## src/rtl/serial_adder.sv

```systemverilog
// Bit-serial adder/subtractor: processes one operand bit per clock, LSB first,
// and publishes sum, carry-out and signed overflow together when the last bit is done.
module serial_adder #(
    parameter int WIDTH = 8
) (
    input  logic             clk,
    input  logic             rst,
    input  logic             start,
    input  logic             sub,
    input  logic [WIDTH-1:0] a,
    input  logic [WIDTH-1:0] b,
    input  logic             cin,
    output logic [WIDTH-1:0] sum,
    output logic             cout,
    output logic             overflow,
    output logic             busy,
    output logic             done
);

    localparam int CNT_W = (WIDTH > 1) ? $clog2(WIDTH) : 1;
    localparam logic [CNT_W-1:0] LAST_BIT = CNT_W'(WIDTH - 1);

    typedef enum logic [1:0] {
        IDLE = 2'd0,
        RUN  = 2'd1,
        DONE = 2'd2
    } state_t;

    state_t           state_q, state_d;
    logic [WIDTH-1:0] a_q, a_d;
    logic [WIDTH-1:0] b_q, b_d;
    logic [WIDTH-1:0] acc_q, acc_d;
    logic [WIDTH-1:0] sum_q, sum_d;
    logic [CNT_W-1:0] cnt_q, cnt_d;
    logic             c_q, c_d;
    logic             cout_q, cout_d;
    logic             ovf_q, ovf_d;

    logic             bit_s;
    logic             carry_nxt;

    // Operands shift right each RUN cycle, so bit 0 is always the bit in progress.
    assign bit_s     = a_q[0] ^ b_q[0] ^ c_q;
    assign carry_nxt = (a_q[0] & b_q[0]) | (c_q & (a_q[0] ^ b_q[0]));

    // NOTE: every signal gets its default first so no path through the case leaves one unassigned (no latches).
    always_comb begin
        state_d = state_q;
        a_d     = a_q;
        b_d     = b_q;
        acc_d   = acc_q;
        cnt_d   = cnt_q;
        c_d     = c_q;
        sum_d   = sum_q;
        cout_d  = cout_q;
        ovf_d   = ovf_q;

        unique case (state_q)
            IDLE, DONE: begin
                if (start) begin
                    // Subtraction is a + ~b + ~borrow, so invert b and the carry seed here.
                    a_d     = a;
                    b_d     = sub ? ~b : b;
                    c_d     = cin ^ sub;
                    cnt_d   = '0;
                    state_d = RUN;
                end else begin
                    state_d = IDLE;
                end
            end
            RUN: begin
                a_d   = a_q >> 1;
                b_d   = b_q >> 1;
                c_d   = carry_nxt;
                acc_d = {bit_s, acc_q[WIDTH-1:1]};
                cnt_d = cnt_q + 1'b1;
                if (cnt_q == LAST_BIT) begin
                    // c_q here is the carry into the MSB; carry_nxt is the carry out of it.
                    sum_d   = {bit_s, acc_q[WIDTH-1:1]};
                    cout_d  = carry_nxt;
                    ovf_d   = c_q ^ carry_nxt;
                    state_d = DONE;
                end
            end
            default: state_d = IDLE;
        endcase
    end

    // NOTE: sequential state uses non-blocking assignments so all flops update from pre-edge values.
    always_ff @(posedge clk) begin
        if (rst) begin
            state_q <= IDLE;
            a_q     <= '0;
            b_q     <= '0;
            acc_q   <= '0;
            cnt_q   <= '0;
            c_q     <= 1'b0;
            sum_q   <= '0;
            cout_q  <= 1'b0;
            ovf_q   <= 1'b0;
        end else begin
            state_q <= state_d;
            a_q     <= a_d;
            b_q     <= b_d;
            acc_q   <= acc_d;
            cnt_q   <= cnt_d;
            c_q     <= c_d;
            sum_q   <= sum_d;
            cout_q  <= cout_d;
            ovf_q   <= ovf_d;
        end
    end

    assign sum      = sum_q;
    assign cout     = cout_q;
    assign overflow = ovf_q;
    assign busy     = (state_q == RUN);
    assign done     = (state_q == DONE);

endmodule

```

## config.mk

```make
export PLATFORM = sky130hd
export DESIGN_NAME = serial_adder
export DESIGN_NICKNAME = d
export VERILOG_FILES = /design/src/rtl/serial_adder.sv
export SDC_FILE = /design/constraint.sdc
export NUM_CORES = 1
export LEC_CHECK = 0
export ABC_CLOCK_PERIOD_IN_PS = 1900
export CAP_MARGIN = 5
export CORE_MARGIN = 1
export CORE_UTILIZATION = 25
export CTS_BUF_LIST = sky130_fd_sc_hd__clkbuf_8
export DETAILED_ROUTE_END_ITERATION = 16
export GPL_ROUTABILITY_DRIVEN = 0
export HOLD_SLACK_MARGIN = 0.06
export PLACE_DENSITY = 0.47
export SYNTH_ARGS = -nofsm -noshare
export SYNTH_HDL_FRONTEND = slang
export SYNTH_SLANG_ARGS = --single-unit
```

## constraint.sdc

```tcl
create_clock -name clk -period 1.9 [get_ports clk]
set_input_delay 0.19 -clock clk [delete_from_list [all_inputs] [get_ports clk]]
set_output_delay 0.19 -clock clk [all_outputs]
set_load 0.05 [all_outputs]
```

After elaboration in Yosys (flattened, before gate mapping)
Cells that the tools add are included.
Widths: inputs -> output; s select.
- multiplexer cells: 12
- bitwise operators: 8
- reductions and logical operators: 5
- add/subtract/negate cells: 1
- equal/unequal tests: 5
- operator list (operator ; count):
    $pmux 8 s2 ; 2
    $mux 8 ; 3
    $not 8->8 ; 1
    $pmux 3 s2 ; 1
    $pmux 2 s2 ; 1
    $reduce_and 2->1 ; 2
    $xor 1x1->1 ; 4
    $add 3x1->3 const B ; 1
    $eq 3x3->1 const B ; 1
    $mux 3 ; 1
    $and 1x1->1 ; 2
    $eq 2x1->1 const B ; 1
    $eq 2x2->1 const B ; 1
    $logic_not 2->1 ; 1
    $mux 1 ; 2
    $mux 2 ; 1
    $ne 2x1->1 const B ; 1
    $ne 2x2->1 const B ; 1
    $pmux 1 s2 ; 1
    $reduce_bool 2->1 ; 1
    $reduce_or 2->1 ; 1
    $or 1x1->1 ; 1
- register bits: 40
- word-level logic and storage cells: 40
- input port bits: 21

Longest topological paths before layout
Gate-level depths: netlist of the first run.
- word-level depth: 4
- mapped depth: 6
- mapped depth without buffers: 5

Worst setup path before layout of the first run
Ideal clock, no wire load.
- path kind: reg-to-reg
- start point: register cnt_q[0]
- end point: register ovf_q (netlist: overflow)
- required time: 1.814 ns
- path buffers: 1
- arrival time: 1.180 ns
- clock period less this slack: 1.265 ns
- cell stages (with the launch flop): 6
- slack: 0.635 ns
- cell sequence: dfxtp_1 -> ha_1 -> ha_1 -> and3b_1 -> buf_4 -> a211oi_1
- cells in the longest elaborated chain, start to end: 2
- ends and longest elaborated chain (element ; RTL line ; source):
    start: declaration ; 34 ; logic [CNT_W-1:0] cnt_q, cnt_d;
    start signal: assignment ; 106 ; cnt_q <= cnt_d;
    $eq 3x3->1 ; 77 ; if (cnt_q == LAST_BIT) begin
    $reduce_and 2->1 (no source line) ; - ;
    end signal: assignment ; 110 ; ovf_q <= ovf_d;
    end: declaration ; 37 ; logic ovf_q, ovf_d;
Every way passes these cells.
A chain may end at the register's enable or synchronous reset.

Worst setup path after layout of the first run
- start point: register state_q[0]
- end point: output port done
- cells in the longest elaborated chain, start to end: 1
- ends and longest elaborated chain (element ; RTL line ; source):
    start: declaration ; 29 ; state_t state_q, state_d;
    start signal: assignment ; 102 ; state_q <= state_d;
    $eq 2x2->1 ; 118 ; assign done = (state_q == DONE);
    end: declaration ; 17 ; output logic done
Every way passes these cells.

==> results of run 1 <==
## layer usage
metal	wire [um]	vias to the layer above	track usage, %
li1	-	696	-
met1	1730	639	14.6
met2	1710	34	16.1
met3	202	2	3.48
met4	15	0	5.17
met5	0	-	0
## logic make-up (layout without fill, tap and decap cells)
group	Yosys count	count (layout)
xor gates and xnor gates	10	10
DFF	39	39
AOI/OAI and AO/OA	53	53
adders and majority gates	3	3
and+or+nand+nor	66	66
buffers and inverters	16	45
## registers in the layout, indices dropped and copies added, names as in the netlist
name      flops
overflow      1
state_q       2
sum           8
c_q           1
acc_q         7
cout          1
b_q           8
cnt_q         3
a_q           8
## area by class of cell
| class | instances | share of cell area [%] |
|---|---|---|
| Sequential cell | 39 | 37.5 |
| Tap cell | 77 | 4.63 |
| Multi-Input combinational cell | 132 | 35.4 |
| Clock buffer | 7 | 4.63 |
| Clock inverter | 1 | 0.361 |
| Inverter | 1 | 0.180 |
| Timing Repair Buffer | 36 | 17.3 |
## how the worst max path moves through the flow
stage / endpoint / startpoint / depth (start not counted)
after global routing: done / state_q[0]$_SDFFE_PP0P_ / 2
final: done / state_q[0]$_SDFFE_PP0P_ / 2
after global placement: done / state_q[0]$_SDFFE_PP0P_ / 2
after CTS: done / state_q[0]$_SDFFE_PP0P_ / 2
after detailed placement: b_q[0]$_SDFFE_PP0P_ / sub / 4
after floorplan: overflow$_SDFFE_PP0P_ / cnt_q[0]$_SDFFE_PP0P_ / 5
## cell usage after synthesis, types with 2 or more instances
cell      number  area share (%)
nand3_1       20             6.1
a21oi_1       36              11
a22oi_1       15             6.9
buf_2          2            0.61
dfxtp_1       39              48
nor2_1         3            0.69
buf_4          6             2.8
ha_1           2             1.5
nor2b_1        2            0.77
clkbuf_1       2            0.46
xor2_1         9             4.8
nand2_1       36             8.3
nand2b_1       2            0.77
buf_6          4             2.8
## per-stage QoR
stage / hold slack (ns) / cell area [um2] / utilization, %
after floorplan: 0.326 / 1630 / -
after global placement: 0.442 / 1980 / 31.3
after detailed placement: 0.448 / 1980 / 31.3
after CTS: 0.448 / 2080 / 33.0
after global routing: 0.473 / 2080 / 33.0
final: 0.453 / 2080 / 33.0
## cell usage in the layout, fill, tap and decap left out, drive strengths merged
cell type,count
a211oi,1
fa,1
clkbuf,7
ha,2
xor2,9
nand3,20
buf,5
o21a,1
xnor2,1
a22oi,15
nor2b,2
clkdlybuf4s50,31
inv,1
dfxtp,39
nand3b,1
a21oi,36
and3b,1
nand2,36
clkinvlp,1
nand2b,3
nor2,3
## power by group through the flow
stage	Clock, mW	Sequential (mW)	Combinational [mW]
2_1_floorplan	0	0.886	0.148
3_3_place_gp	0	0.890	0.214
3_5_place_dp	0	0.890	0.215
4_1_cts	0.654	0.871	0.215
5_1_grt	0.697	0.875	0.235
6_report	0.624	0.871	0.213
## worst register-to-register path, stage by stage, from the launching register on
cell	delay, ns
dfxtp_1	0.35
ha_1	0.16
ha_1	0.18
and3b_1	0.43
nor2_1	0.09
a211oi_1	0.20
==> results.ini, run 1 <==
[yosys]
synth_cells = 187
synth-simple-area-share_pct = 18.2
synth_area_um2 = 1630
synth_compound_area_share_pct = 18.9
synth_xor_area_share_pct = 5.36
ys_ff_latch = 39
synth_edf_count = 0
synth_fp_nets = 211
muxShareOfSynthArea_pct = 0
synth_flop_cell = dfxtp_1
yosys_warnings = 0
avgSynthCellArea_um2 = 8.73
async_flop_share_pct = 0
synth_fa_ha_area_share_pct = 2.76
yosysSeqAreaShare_pct = 47.8
ys_types = 23
synth_top_family_by_area = compound AO/OA/AOI/OAI gates

[clock_tree]
cts_root_buf = clkbuf_8
cts_hold_repair.buffers = 0
insertion_delay_ns = 0.29
cts_buffers = 5
h-tree-depth = 2
cts_tree = yes
cts_sinks = 39
cts_setup_buffers = 0
clkTransAtPathRegs_ns = 0.08
post_cts_resized = 0
clk_path_buf_depth = 2

[critical_path]
crit_chain = nor2b_1 -> clkdlybuf4s50_1
r2r-start = cnt_q[0]$_SDFFE_PP0P_
reg2reg_depth = 5
start_kind = flop
r2r_slack_ns = 0.41
required_ns = 1.71
regToRegEndpoint = overflow$_SDFFE_PP0P_
cp_slowest_cell = clkdlybuf4s50_1
worst_ep_arrival_time_ns = 1.61
critPathMaxFanout = 6
path_buf_inv = 1
critical_path_class = flop to output pin
max_stage_delay_ns = 0.81
critical_path.endpoint_type = output pin
crit_family = buffers and inverters

[sta]
max_freq_mhz = 555
post-route-min-period_ns = 1.80
finalSetupViolations = 0
worst_slack_ns = 0.0985
worstMarginPinSlew_ns = 0.512
rsz0062_at_grt = false
worst_clock_skew_ns = 0.00632
finalHoldViolCount = 0
fin_setup_tns_ns = 0
finalCritPeriodShare_pct = 94.8
relSlewSlack_pct = 65.8
drv_slew = 0

[pwr]
p_int_mw = 1.28
p_switching_mw = 0.431
clkPwrFrac_pct = 36.6
power_density_nw_per_um2 = 820
pwr-share-seq_pct = 51.0
ir_drop_uv = 397
power_frac_comb_pct = 12.4
swShare_pct = 25.2
power.total_mw = 1.71
power.leakage_nw = 0.718

[drt]
ant_nets = 0
drt_iter0_drc = 71
route.detailed.drc = 2
vias = 1371
firstDrtPassIters = 10
finalWirelength_mm = 3.65
routed_via_density = 4.68
wl_per_cell_um = 12.5

[final_layout]
diodes = 0
fin_nets = 239
syn2layout_area_growth_pct = 27.5
nFillCells = 688
multiInputGateArea_um2 = 737
drive_gt1_share_pct = 6.94
regArea_um2 = 781
final_cells = 293

[hold_path]
worst_hold_path_type = input port to flop
whs_path_depth = 3
hold_end = a_q[7]$_SDFFE_PP0P_
min_from = a[7]

[place]
io_buffer_count = 32
dp.cells = 285
pre_cts_ws_ns = 0.368
dpl.hpwl_mm = 2.21

[global_route]
grt_max_degree = 40
antenna_found_initial = 0
overflow = 0
grt_pass1_wl_mm = 6.04
grt_use_total_pct = 11.0
grt_pass1_vias = 1231

[outcome]
violations = DRC
status = finished with violations

[die]
row_count = 29
die_area_um2 = 6860
start_util_pct = 25.9
fp.dieH_um = 82.8
ioPinCount = 33
core-area_um2 = 6310
die_w_um = 82.8

[run]
drv_cap = 0

Power figures use the tool's default switching activity.
==> run 2: changes to the inputs <==
--- a/config.mk
+++ b/config.mk
@@ -7,7 +7,7 @@
 export LEC_CHECK = 0
 export ABC_CLOCK_PERIOD_IN_PS = 1900
 export CAP_MARGIN = 5
-export CORE_MARGIN = 1
+export CORE_MARGIN = 5
 export CORE_UTILIZATION = 25
 export CTS_BUF_LIST = sky130_fd_sc_hd__clkbuf_8
 export DETAILED_ROUTE_END_ITERATION = 16
==> results.ini, run 2 (synthesis gave the netlist of run 1 again) <==
[outcome]
status = completed

[critical_path]
worst-path-stages = 1  ; -1
crit_chain = clkdlybuf4s50_1
worst_ep_arrival_time_ns = 1.44  ; -0.17 ns
critPathMaxFanout = 2  ; -4
start_kind = flop
cp_slowest_cell = clkdlybuf4s50_1
crit_family = buffers and inverters
path_buf_inv = 1  ; unchanged
max_stage_delay_ns = 0.81  ; about the same
reg2reg_depth = 5  ; unchanged
required_ns = 1.71  ; about the same
critical_path_class = flop to output pin
critical_path.endpoint_type = output pin

[final_layout]
nFillCells = 671  ; -2.5%
fin_nets = 239  ; unchanged
final_cells = 293  ; unchanged
syn2layout_area_growth_pct = 27.1
drive_gt1_share_pct = 6.94  ; unchanged
final_common_cell = dfxtp_1
diodes = 0  ; unchanged
mostFrequentLayoutCells = 39 x dfxtp_1, 36 x a21oi_1, 36 x nand2_1

[pwr]
p_switching_mw = 0.421  ; -2.3%
ir_drop_uv = 323  ; -19%
power.leakage_nw = 0.726  ; +1.0%
p_int_mw = 1.27  ; -0.32%
swShare_pct = 24.8  ; -0.37 points
power_density_nw_per_um2 = 816  ; -0.51%
clkPwrFrac_pct = 36.0  ; -0.6 points
pwr-share-seq_pct = 51.4  ; +0.4 points
power_frac_comb_pct = 12.5  ; about the same

[sta]
worst_clock_skew_ns = 0.00648  ; +0.000167 ns
finalCritPeriodShare_pct = 85.9  ; -8.9 points
relSlewSlack_pct = 66.0  ; +0.23 points
drv_slew = 0  ; unchanged
finalHoldViolCount = 0  ; unchanged
fin_hold_ws_ns = 0.447  ; -0.00550 ns
fin_setup_tns_ns = 0  ; unchanged
worst_slack_ns = 0.268  ; +0.170 ns
finalSetupViolations = 0  ; unchanged
post-route-min-period_ns = 1.63  ; -0.170 ns
max_freq_mhz = 613  ; +10%
worstMarginPinSlew_ns = 0.508  ; -0.00423 ns
rsz0062_at_grt = false

[hold_path]
whs_path_depth = 3  ; unchanged
worst_hold_path_type = input port to flop

[clock_tree]
cts_sinks = 39  ; unchanged
post_cts_resized = 0  ; unchanged
clkTransAtPathRegs_ns = 0.08  ; about the same
cts_hold_repair.buffers = 0  ; unchanged
h-tree-depth = 2  ; unchanged
cts_buffers = 5  ; unchanged
cts_setup_buffers = 0  ; unchanged
cts_tree = yes
insertion_delay_ns = 0.29  ; about the same
clk_path_buf_depth = 2  ; unchanged
cts_root_buf = clkbuf_8

[die]
die_w_um = 90.8  ; +9.7%
ioPinCount = 33  ; unchanged
die_area_um2 = 8250  ; +20%
fp.dieH_um = 90.8  ; +9.7%
row_count = 29  ; unchanged
core-area_um2 = 6350  ; +0.57%
start_util_pct = 25.7  ; -0.15 points

[global_route]
grt_max_degree = 40  ; unchanged
grt_pass1_wl_mm = 5.91  ; -2.2%
overflow = 0  ; unchanged
antenna_found_initial = 0  ; unchanged
grt_use_total_pct = 8.90  ; -2.1 points
grt_pass1_vias = 1235  ; +0.32%

[drt]
ant_nets = 0  ; unchanged
firstDrtPassIters = 4  ; -6
route.detailed.drc = 0  ; -2
routed_via_density = 4.52  ; -3.5%
finalWirelength_mm = 3.64  ; -0.47%
vias = 1323  ; -3.5%
drt_iter0_drc = 44  ; -38%
wl_per_cell_um = 12.4  ; -0.47%

[place]
io_buffer_count = 32  ; unchanged
dpl.hpwl_mm = 2.32  ; +4.9%
dp.cells = 285  ; unchanged
pre_cts_ws_ns = 0.244  ; -0.123 ns

[run]
drv_cap = 0  ; unchanged

run 2: power by group through the flow:
stage	logic (mW)	clock network [mW]	registers, mW
CTS	0.215	0.632	0.872
floorplan	0.148	0	0.886
detailed placement	0.215	0	0.891
global placement	0.215	0	0.891
finish	0.212	0.611	0.872
global route	0.236	0.668	0.876
run 2: worst paths after layout:
kind / from / to / slack [ns]
max: overflow$_SDFFE_PP0P_ / overflow / 0.27
min: a[7] / a_q[7]$_SDFFE_PP0P_ / 0.45
max reg2reg: cnt_q[0]$_SDFFE_PP0P_ / overflow$_SDFFE_PP0P_ / 0.44
min reg2reg: sum[2]$_SDFFE_PP0P_ / sum[2]$_SDFFE_PP0P_ / 0.45
run 2: layout make-up:
cell class / count / area (um2) / share of cell area (%)
sequential: 39 / 781 / 37.6
tap: 77 / 96.3 / 4.64
multi-input combinational: 132 / 737 / 35.5
inverter: 1 / 3.75 / 0.181
clock inverter: 1 / 3.75 / 0.181
clock buffer: 7 / 96.3 / 4.64
timing repair buffer: 36 / 358 / 17.2
run 2: stage by stage:
stage / total power [mW] / area (um2) / utilization, %
after CTS: 1.72 / 2080 / 32.7
after global routing: 1.78 / 2080 / 32.7
after detailed placement: 1.11 / 1980 / 31.1
final: 1.69 / 2080 / 32.7
after floorplan: 1.03 / 1630 / -
after global placement: 1.11 / 1980 / 31.1
run 2: routing by layer:
layer,vias to the layer above,GRT usage (%),part of all wire [%]
met1,596,11.4,50
met2,29,13.6,43
li1,693,-,-
met5,-,0,0
met4,0,4.03,1.4
met3,5,2.83,5.6
==> run 3: changes to the inputs <==
--- a/config.mk
+++ b/config.mk
@@ -8,12 +8,11 @@
 export ABC_CLOCK_PERIOD_IN_PS = 1900
 export CAP_MARGIN = 5
 export CORE_MARGIN = 5
-export CORE_UTILIZATION = 25
-export CTS_BUF_LIST = sky130_fd_sc_hd__clkbuf_8
+export CORE_UTILIZATION = 45
 export DETAILED_ROUTE_END_ITERATION = 16
 export GPL_ROUTABILITY_DRIVEN = 0
 export HOLD_SLACK_MARGIN = 0.06
-export PLACE_DENSITY = 0.47
+export PLACE_DENSITY = 0.73
 export SYNTH_ARGS = -nofsm -noshare
 export SYNTH_HDL_FRONTEND = slang
 export SYNTH_SLANG_ARGS = --single-unit
==> results.ini, run 3 (synthesis gave the netlist of run 1 again) <==
[outcome]
status = completed

[sta]
fin_setup_tns_ns = 0  ; unchanged
post-route-min-period_ns = 1.71  ; +0.0758 ns
finalHoldViolCount = 0  ; unchanged
finalCritPeriodShare_pct = 89.9  ; +4.0 points
rsz0062_at_grt = false
finalSetupViolations = 0  ; unchanged
drv_slew = 0  ; unchanged
relSlewSlack_pct = 50.1  ; -16 points
worst_clock_skew_ns = 0.0109  ; +0.00444 ns
max_freq_mhz = 586  ; -4.4%
worstMarginPinSlew_ns = 0.749  ; +0.241 ns

[final_layout]
drive_gt1_share_pct = 5.61  ; -1.3 points
design_area_um2 = 2010  ; -3.4%
final_common_cell = dfxtp_1
nFillCells = 320  ; -52%
mostFrequentLayoutCells = 39 x dfxtp_1, 36 x a21oi_1, 36 x nand2_1
syn2layout_area_growth_pct = 22.8
fin_nets = 238  ; -0.42%
diodes = 0  ; unchanged

[critical_path]
critical_path.endpoint_type = output pin
crit_family = buffers and inverters
cp-endpoint = overflow
max_stage_delay_ns = 0.82  ; about the same
r2r-start = cnt_q[0]$_SDFFE_PP0P_
required_ns = 1.71  ; about the same
crit_chain = clkdlybuf4s50_1
reg2reg_depth = 5  ; unchanged
critPathMaxFanout = 2  ; unchanged
r2r_slack_ns = 0.39  ; -0.05 ns
start_kind = flop
timing.critical_path.from = overflow$_SDFFE_PP0P_
critical_path_class = flop to output pin
worst_ep_arrival_time_ns = 1.52  ; +0.08 ns
path_buf_inv = 1  ; unchanged
worst-path-stages = 1  ; unchanged
regToRegEndpoint = overflow$_SDFFE_PP0P_
cp_slowest_cell = clkdlybuf4s50_1

[hold_path]
whs_path_depth = 3  ; unchanged
worst_hold_path_type = input port to flop
min_from = a[7]

[clock_tree]
h-tree-depth = 2  ; unchanged
cts_root_buf = clkbuf_4
cts_tree = yes
cts_setup_buffers = 0  ; unchanged
cts_buffers = 5  ; unchanged
clk_path_buf_depth = 2  ; unchanged
cts_sinks = 39  ; unchanged
insertion_delay_ns = 0.35  ; +0.06 ns
cts_hold_repair.buffers = 0  ; unchanged
clkTransAtPathRegs_ns = 0.11  ; +0.03 ns

[drt]
wl_per_cell_um = 12.8  ; +3.2%
finalWirelength_mm = 3.33  ; -8.4%
firstDrtPassIters = 4  ; unchanged
ant_nets = 0  ; unchanged
route.detailed.drc = 0  ; unchanged
routed_via_density = 5.28  ; +17%
drt_iter0_drc = 128  ; +190%
vias = 1374  ; +3.9%

[global_route]
overflow = 0  ; unchanged
use_met1_pct = 16.4  ; +5.0 points
grt_pass1_wl_mm = 5.64  ; -4.7%
busiest_layer = met2
antenna_found_initial = 0  ; unchanged
grt_util_met3_pct = 3.30  ; +0.47 points
gr-usage-met2_pct = 23.8  ; +10 points
grt_max_degree = 40  ; unchanged
grt_pass1_vias = 1321  ; +7.0%
grt_use_total_pct = 14.2  ; +5.3 points

[die]
start_util_pct = 47.8  ; +22 points
fp.dieH_um = 70.2  ; -23%
die_w_um = 70.2  ; -23%
ioPinCount = 33  ; unchanged
core-area_um2 = 3420  ; -46%
row_count = 21  ; -28%
die_area_um2 = 4930  ; -40%

[place]
io_buffer_count = 32  ; unchanged
dpl.hpwl_mm = 2.20  ; -5.4%
postPlaceCellArea_um2 = 1930  ; -2.2%

[pwr]
power.leakage_nw = 0.720  ; -0.73%
power_density_nw_per_um2 = 800  ; -2.0%
power.total_mw = 1.60  ; -5.3%
ir_drop_uv = 375  ; +16%

[run]
drv_cap = 0  ; unchanged

run 3: timing repair:
action,4_1_cts,5_1_grt
endpoints found under the setup margin,0,1
endpoints found under the hold margin,0,0
gates resized for setup,0,1
run 3: metrics by stage:
stage | cells | setup WS [ns] | utilization (%) | hold WS, ns
floorplan | 187 | 0.635 | - | 0.326
global placement | 253 | 0.375 | 56.6 | 0.436
detailed placement | 253 | 0.305 | 56.6 | 0.447
CTS | 260 | 0.0367 | 58.6 | 0.363
global route | 260 | 0.141 | 58.7 | 0.367
finish | 260 | 0.193 | 58.7 | 0.378
run 3: power by group:
| group | internal, mW | total, mW | switching (mW) |
|---|---|---|---|
| Clock | 0.271 | 0.529 | 0.258 |
| Combinational | 0.0942 | 0.203 | 0.109 |
| Sequential | 0.851 | 0.872 | 0.0210 |
run 3: layout make-up:
| class | count | area (um2) | area share (%) |
|---|---|---|---|
| sequential | 39 | 781 | 38.9 |
| multi-input combinational | 132 | 737 | 36.7 |
| timing repair buffer | 35 | 355 | 17.7 |
| tap | 46 | 57.6 | 2.87 |
| clock buffer | 6 | 41.3 | 2.06 |
| clock inverter | 1 | 30.0 | 1.50 |
| inverter | 1 | 3.75 | 0.187 |
run 3: routing by layer:
layer  routed length [um]  part of all wire (%)  up-vias
met5                    0                     0        -
met4                   61                   1.8        0
met3                  154                   4.6        6
met2                 1690                    51       37
met1                 1430                    43      638
li1                     -                     -      693
run 3: worst min-delay path by stage:
| stage | endpoint | slack [ns] |
|---|---|---|
| after floorplan | a_q[7]$_SDFFE_PP0P_ | 0.33 |
| after global placement | sum[0]$_SDFFE_PP0P_ | 0.44 |
| after detailed placement | sum[0]$_SDFFE_PP0P_ | 0.45 |
| after CTS | a_q[7]$_SDFFE_PP0P_ | 0.36 |
| after global routing | a_q[7]$_SDFFE_PP0P_ | 0.37 |
| final | a_q[7]$_SDFFE_PP0P_ | 0.38 |
